## src/rtl/ahb_ram_ctrl.sv

```systemverilog
// ahb_ram_ctrl: AHB-Lite slave turning address/data phases into single-cycle RAM commands,
// with one read wait state and a two-cycle ERROR response for illegal transfers.
module ahb_ram_ctrl #(
    parameter int MEM_BYTES = 64,
    parameter int ADDR_W    = 6
) (
    input  logic        clk,
    input  logic        reset,
    input  logic        hsel,
    input  logic [1:0]  htrans,
    input  logic [31:0] haddr,
    input  logic        hwrite,
    input  logic [2:0]  hsize,
    input  logic        hsigned,
    input  logic        hready,
    input  logic [31:0] hwdata,
    output logic [31:0] hrdata,
    output logic        hreadyout,
    output logic        hresp,
    output logic        sel_1,
    output logic        wr_en_ram,
    output logic        rd_en_ram,
    output logic [31:0] wr_data,
    output logic [31:0] address_ram,
    output logic [2:0]  hsize_ram,
    output logic        is_signed,
    input  logic [31:0] ram_rd_data
);
    typedef enum logic [2:0] {IDLE, WR, RD_REQ, RD_DATA, ERR1, ERR2} state_t;

    state_t            state;
    logic [ADDR_W-1:0] addr_q;
    logic [2:0]        size_q;
    logic              signed_q;
    logic              accept;
    logic              legal;
    logic              aligned;

    // RD_REQ and ERR1 hold hreadyout low, so no address phase can complete there
    assign accept  = !(state == RD_REQ || state == ERR1) && hsel && htrans >= 2'b10 && hready;
    assign aligned = hsize == 3'b001 ? !haddr[0] : hsize == 3'b010 ? haddr[1:0] == 2'b00 : 1'b1;
    assign legal   = hsize <= 3'b010 && aligned && haddr < 32'(MEM_BYTES);

    always_ff @(posedge clk) begin
        if (reset) begin
            state    <= IDLE;
            addr_q   <= '0;
            size_q   <= '0;
            signed_q <= 1'b0;
        end else begin
            if (accept && legal) begin
                addr_q   <= haddr[ADDR_W-1:0];
                size_q   <= hsize;
                signed_q <= hsigned;
            end
            state <= state == RD_REQ ? RD_DATA :
                     state == ERR1   ? ERR2    :
                     !accept         ? IDLE    :
                     !legal          ? ERR1    :
                     hwrite          ? WR      : RD_REQ;
        end
    end

    // reset gates everything combinationally so a reset cycle never issues a RAM command
    assign sel_1       = !reset && (state == WR || state == RD_REQ);
    assign wr_en_ram   = !reset && state == WR;
    assign rd_en_ram   = !reset && state == RD_REQ;
    assign hreadyout   = reset || !(state == RD_REQ || state == ERR1);
    assign hresp       = !reset && (state == ERR1 || state == ERR2);
    assign hrdata      = (!reset && state == RD_DATA) ? ram_rd_data : '0;
    assign wr_data     = hwdata;
    assign address_ram = reset ? '0 : {{(32-ADDR_W){1'b0}}, addr_q};
    assign hsize_ram   = reset ? '0 : size_q;
    assign is_signed   = !reset && signed_q;
endmodule

```

## config.mk

```make
export PLATFORM = sky130hd
export DESIGN_NAME = ahb_ram_ctrl
export DESIGN_NICKNAME = d
export VERILOG_FILES = /design/src/rtl/ahb_ram_ctrl.sv
export SDC_FILE = /design/constraint.sdc
export NUM_CORES = 1
export LEC_CHECK = 0
export BUFFER_PORTS_ARGS = -buffer_cell sky130_fd_sc_hd__buf_2
export CORE_AREA = 4 4 79 81
export CTS_BUF_LIST = sky130_fd_sc_hd__clkbuf_4 sky130_fd_sc_hd__clkbuf_8
export DETAILED_ROUTE_END_ITERATION = 16
export DIE_AREA = 0 0 83 85
export GPL_TIMING_DRIVEN = 0
export PLACE_DENSITY = 0.74
export SYNTH_ARGS = -nofsm -noshare
export SYNTH_HDL_FRONTEND = slang
export SYNTH_SLANG_ARGS = --single-unit
```

## constraint.sdc

```tcl
create_clock -name clk -period 2 [get_ports clk]
set_clock_uncertainty 0.15 [all_clocks]
set_input_delay 0.5 -clock clk [delete_from_list [all_inputs] [get_ports clk]]
set_output_delay 0.5 -clock clk [all_outputs]
set_load 0.1 [all_outputs]
```

---- Word level (Yosys, flattened, before mapping) ----
Index checks and enable logic that the tools add are counted.
storage, ports and cells
  bits in registers ....................... 13
  word-level logic and storage cells ...... 46
  bits of input ports ..................... 107
  output and inout port bits .............. 105
operators by class
  reduce and logical (&&, ||, !) cells .... 21
  $lt $le $gt $ge ......................... 3
  mux-type cells .......................... 10
  eq/ne operators ......................... 7
operators by type and width
  kind                                                             number
  less-than comparator 32 x 7 -> 1 bit (second input constant)     1
  2-to-1 mux 32 bit                                                1
  logical AND 1 bit                                                12
  2-to-1 mux 3 bit                                                 4
  == test 3 x 2 -> 1 bit (second input constant)                   3
  == test 3 x 1 -> 1 bit (second input constant)                   2
  == test 3 bit (second input constant)                            2
  2-to-1 mux 6 bit                                                 1
  logical OR 1 bit                                                 4
  2-to-1 mux 2 bit                                                 2
  less-or-equal comparator 3 x 2 -> 1 bit (second input constant)  1
  logical NOT 1 bit                                                3
  >= comparator 2 bit (second input constant)                      1
  logical NOT 2 bit                                                1
  2-to-1 mux 1 bit                                                 2
  OR reduction 2 bit                                               1

---- Longest topological paths before layout ----
  depth after elaboration ................. 9
  mapped depth ............................ 5
  depth with buffers taken out ............ 4

---- Worst setup path before layout ----
No wires, ideal clock.
  path type ............................... input to output
  start point ............................. input reset
  end point ............................... output hresp
  required time ........................... 1,350 ps
  slack ................................... -1,574 ps
  stages .................................. 2
  arrival ................................. 2,924 ps
  buffers on the path ..................... 1
  path through ............................ clkbuf_1 > nor3b_1
on the way
  word-level cells in the longest chain between the ends .. 2
ends and longest elaborated chain
  item                RTL line  RTL
  start: declaration  8         input logic reset,
  logical NOT 1 bit   69        assign hresp = !reset && (state == ERR1 || state == ERR2);
  logical AND 1 bit   69
  end: declaration    19        output logic hresp,
No other way between the ends.

---- Worst setup path in the final report ----
  start point ............................. input reset
  end point ............................... output hrdata[7]
on the way
  word-level cells in the longest chain between the ends .. 3
ends and longest elaborated chain
  item               RTL line  RTL
  logical NOT 1 bit  70        assign hrdata = (!reset && state == RD_DATA) ? ram_rd_data : '0;
  logical AND 1 bit  70
  2-to-1 mux 32 bit  70
  end: declaration   17        output logic [31:0] hrdata,
No other way between the ends.

==> impl_results.md <==
* Critical path class: input port to output pin
* Yosys cell types at 31
* Buffers on Ports at 152
* Dpl cell area at 2560 um2
* Die width at 83 um
* Critical path fanouts, max at 8
* Final setup fails at 41
* DRT Pass-1 Iters at 4
* Most Frequent Cell on Critical Path: buf_12
* Clock buffer depth at 2
* CP max stage cell: and3_4
* Initial antenna violation count at 0
* Arrival time at the worst endpoint at 1480 ps
* Clock sinks at 13
* Clock-pin slew on the worst setup and hold paths at 60 ps
* Final Cycle Share at 106%
* Core ar. at 5470 um2
* Total GRT Usage at 14.6%
* Via density at 4.01
* Ports at 212
* Layout cells sized above 1 at 81.8%
* Rows at 27
* Status: complete, but fails checks
* DRC errors left at 0
* Commonest cells after routing, fill and taps aside: buf_2 (107), buf_4 (73), buf_12 (36)
* Max incr delay on CP at 280 ps
* Placed cells at 424
* Area delta synth->final at 145%
* Synth Instances at 175
* First-pass GRT wire length at 8650 um
* Violations in the final reports: negative setup slack
* Avg WL per Cell at 13.6 um
* Yosys top cell area share at 31.5%
* Synthesized flop and latch total at 13
* Largest cells by area after synthesis: buf_4 (31%), dfxtp_1 (19%), and2_1 (14%), nor2b_1 (8.6%), mux2_2 (7.3%)
* Antenna viol nets, final at 0
* Cts bufs inserted at 3
* EDFF count, synth at 0
* DRT Wirelength at 5970 um
* MaxCap Viol Count at 0
* Post-route cell area at 3390 um2
* Root buffer cell: clkbuf_8
* RSZ-0062 raised after global routing: true
* CTS H-tree depth at 1
* Die height at 85 um
* Pwr dens at 368 nW/um2
* Largest net degree at the start of global routing at 11
* Iter 0 DRT Violations at 24
* Cell Area, Synth at 1380 um2
* DIE AREA at 7060 um2
* Vias post-DR at 1763
* Vias in the first global route at 1818
* Peak Freq at 470 MHz
* Mapped Avg Cell Area at 7.90 um2
* WP data required at 1350 ps
* Setup crit start kind: input port
* Type of the most critical hold path: input port to flop
* DP HPWL at 4520 um
* Clock Latency Late Sink at 240 ps
* Synth area leader: buf_4
* Final #Nets at 476
* Starting Density at 25.3%
* Async set or reset register ratio after synthesis at 0%
* Pwr Total at 1.25 mW
* Inserted Diodes at 0
* Primary FF master, synth: dfxtp_1
* Commonest non-fill, non-tap cell in the layout: buf_2
* Final GP Congestion at 0.778
* Crit path time final at 2130 ps
* Synth warn at 0
* Setup Slack @ Placement at -645 ps
* Final hold vios at 0
* Gr ovfl total at 0
* Final WS setup at -128 ps
* CP endpoint kind: output pin
* Leak Pwr at 1.73 nW
* Final core occ at 61.9%
* CP cell instances: buf_12 > nor2_4 > and3_4 > buf_6 > and2_4 > buf_12
* TritonCTS clock tree: done
* Count of final max-slew check failures at 0
* Seq/Total Area, Yosys at 18.8%
* Maximum vdd drop at 0.250 mV
* Final Non-Filler Cells at 440
-- stage by stage --
| step | hold slack, ps | setup TNS (ps) |
|---|---|---|
| finish | 396 | -3490 |
| detailed placement | 433 | -26290 |
| global placement | 426 | -25580 |
| CTS | 359 | -4010 |
| floorplan | 491 | -5340 |
| global route | 402 | -5190 |
-- per-layer routing --
metal / vias up / track usage (%) / wire, um
met5: - / 0 / 0
met4: 0 / 3.57 / 72
met3: 6 / 3.59 / 459
met2: 101 / 29.2 / 3470
met1: 787 / 14.9 / 1970
li1: 869 / - / -
-- worst paths after layout --
kind	endpoint	depth (start not counted)	startpoint	slack [ps]
max reg2reg	addr_q[3]	7	state[2]	-10
min	state[0]	3	hwrite	400
max	hrdata[7]	6	reset	-130
min reg2reg	addr_q[4]	2	addr_q[4]	450
-- power breakdown --
group	switching, mW	internal (mW)
clock	0.0972	0.138
combinational	0.566	0.181
sequential	0.00240	0.260
total	0.666	0.579
-- cell type report --
class	instances	area, um2
tap	72	90.1
sequential	13	265
fill	434	2090
multi-input combinational	121	1030
clock inverter	1	5.00
timing repair buffer	164	1440
clock buffer	3	41.3
buffer	64	505
inverter	2	7.51
-- state kept, by name (all words and copies together), names as in the netlist --
register,count
addr_q,6
signed_q,1
size_q,3
state,3
-- critical path, delay by kind of cell --
family / cells / cell delay (ps)
and+or+nand+nor: 3 / 550
buffers and inverters: 3 / 420
-- what timing repair did --
action,4_1_cts,5_1_grt
pin swaps,14,19
cloned,1,2
hold buffers,0,0
endpoints found under the setup margin,54,44
hold endpoints to repair,0,0
gates resized for setup,166,42
setup buffers,5,4
-- synthesized netlist by cell type (2+ instances only) --
master    instances
nor3_1            2
and3_1            2
nor2b_1          19
nor2_1            3
and2_1           32
dfxtp_1          13
mux2_2            9
clkbuf_1          5
a21oi_1           2
nand2_1           2
o21ai_0           3
nor4_1            6
inv_1             2
buf_4            58
-- cell families after synthesis --
family                    after synthesis  synth area share [%]
muxes                                   9                  7.33
and+or+nand+nor                        77                  35.7
xor gates and xnor gates                1                 0.634
DFF                                    13                  18.8
other                                   1                 0.271
buffers and inverters                  66                  33.8
AOI/OAI and AO/OA                       8                  3.53
Note: power is estimated with default switching activity, not from simulation.
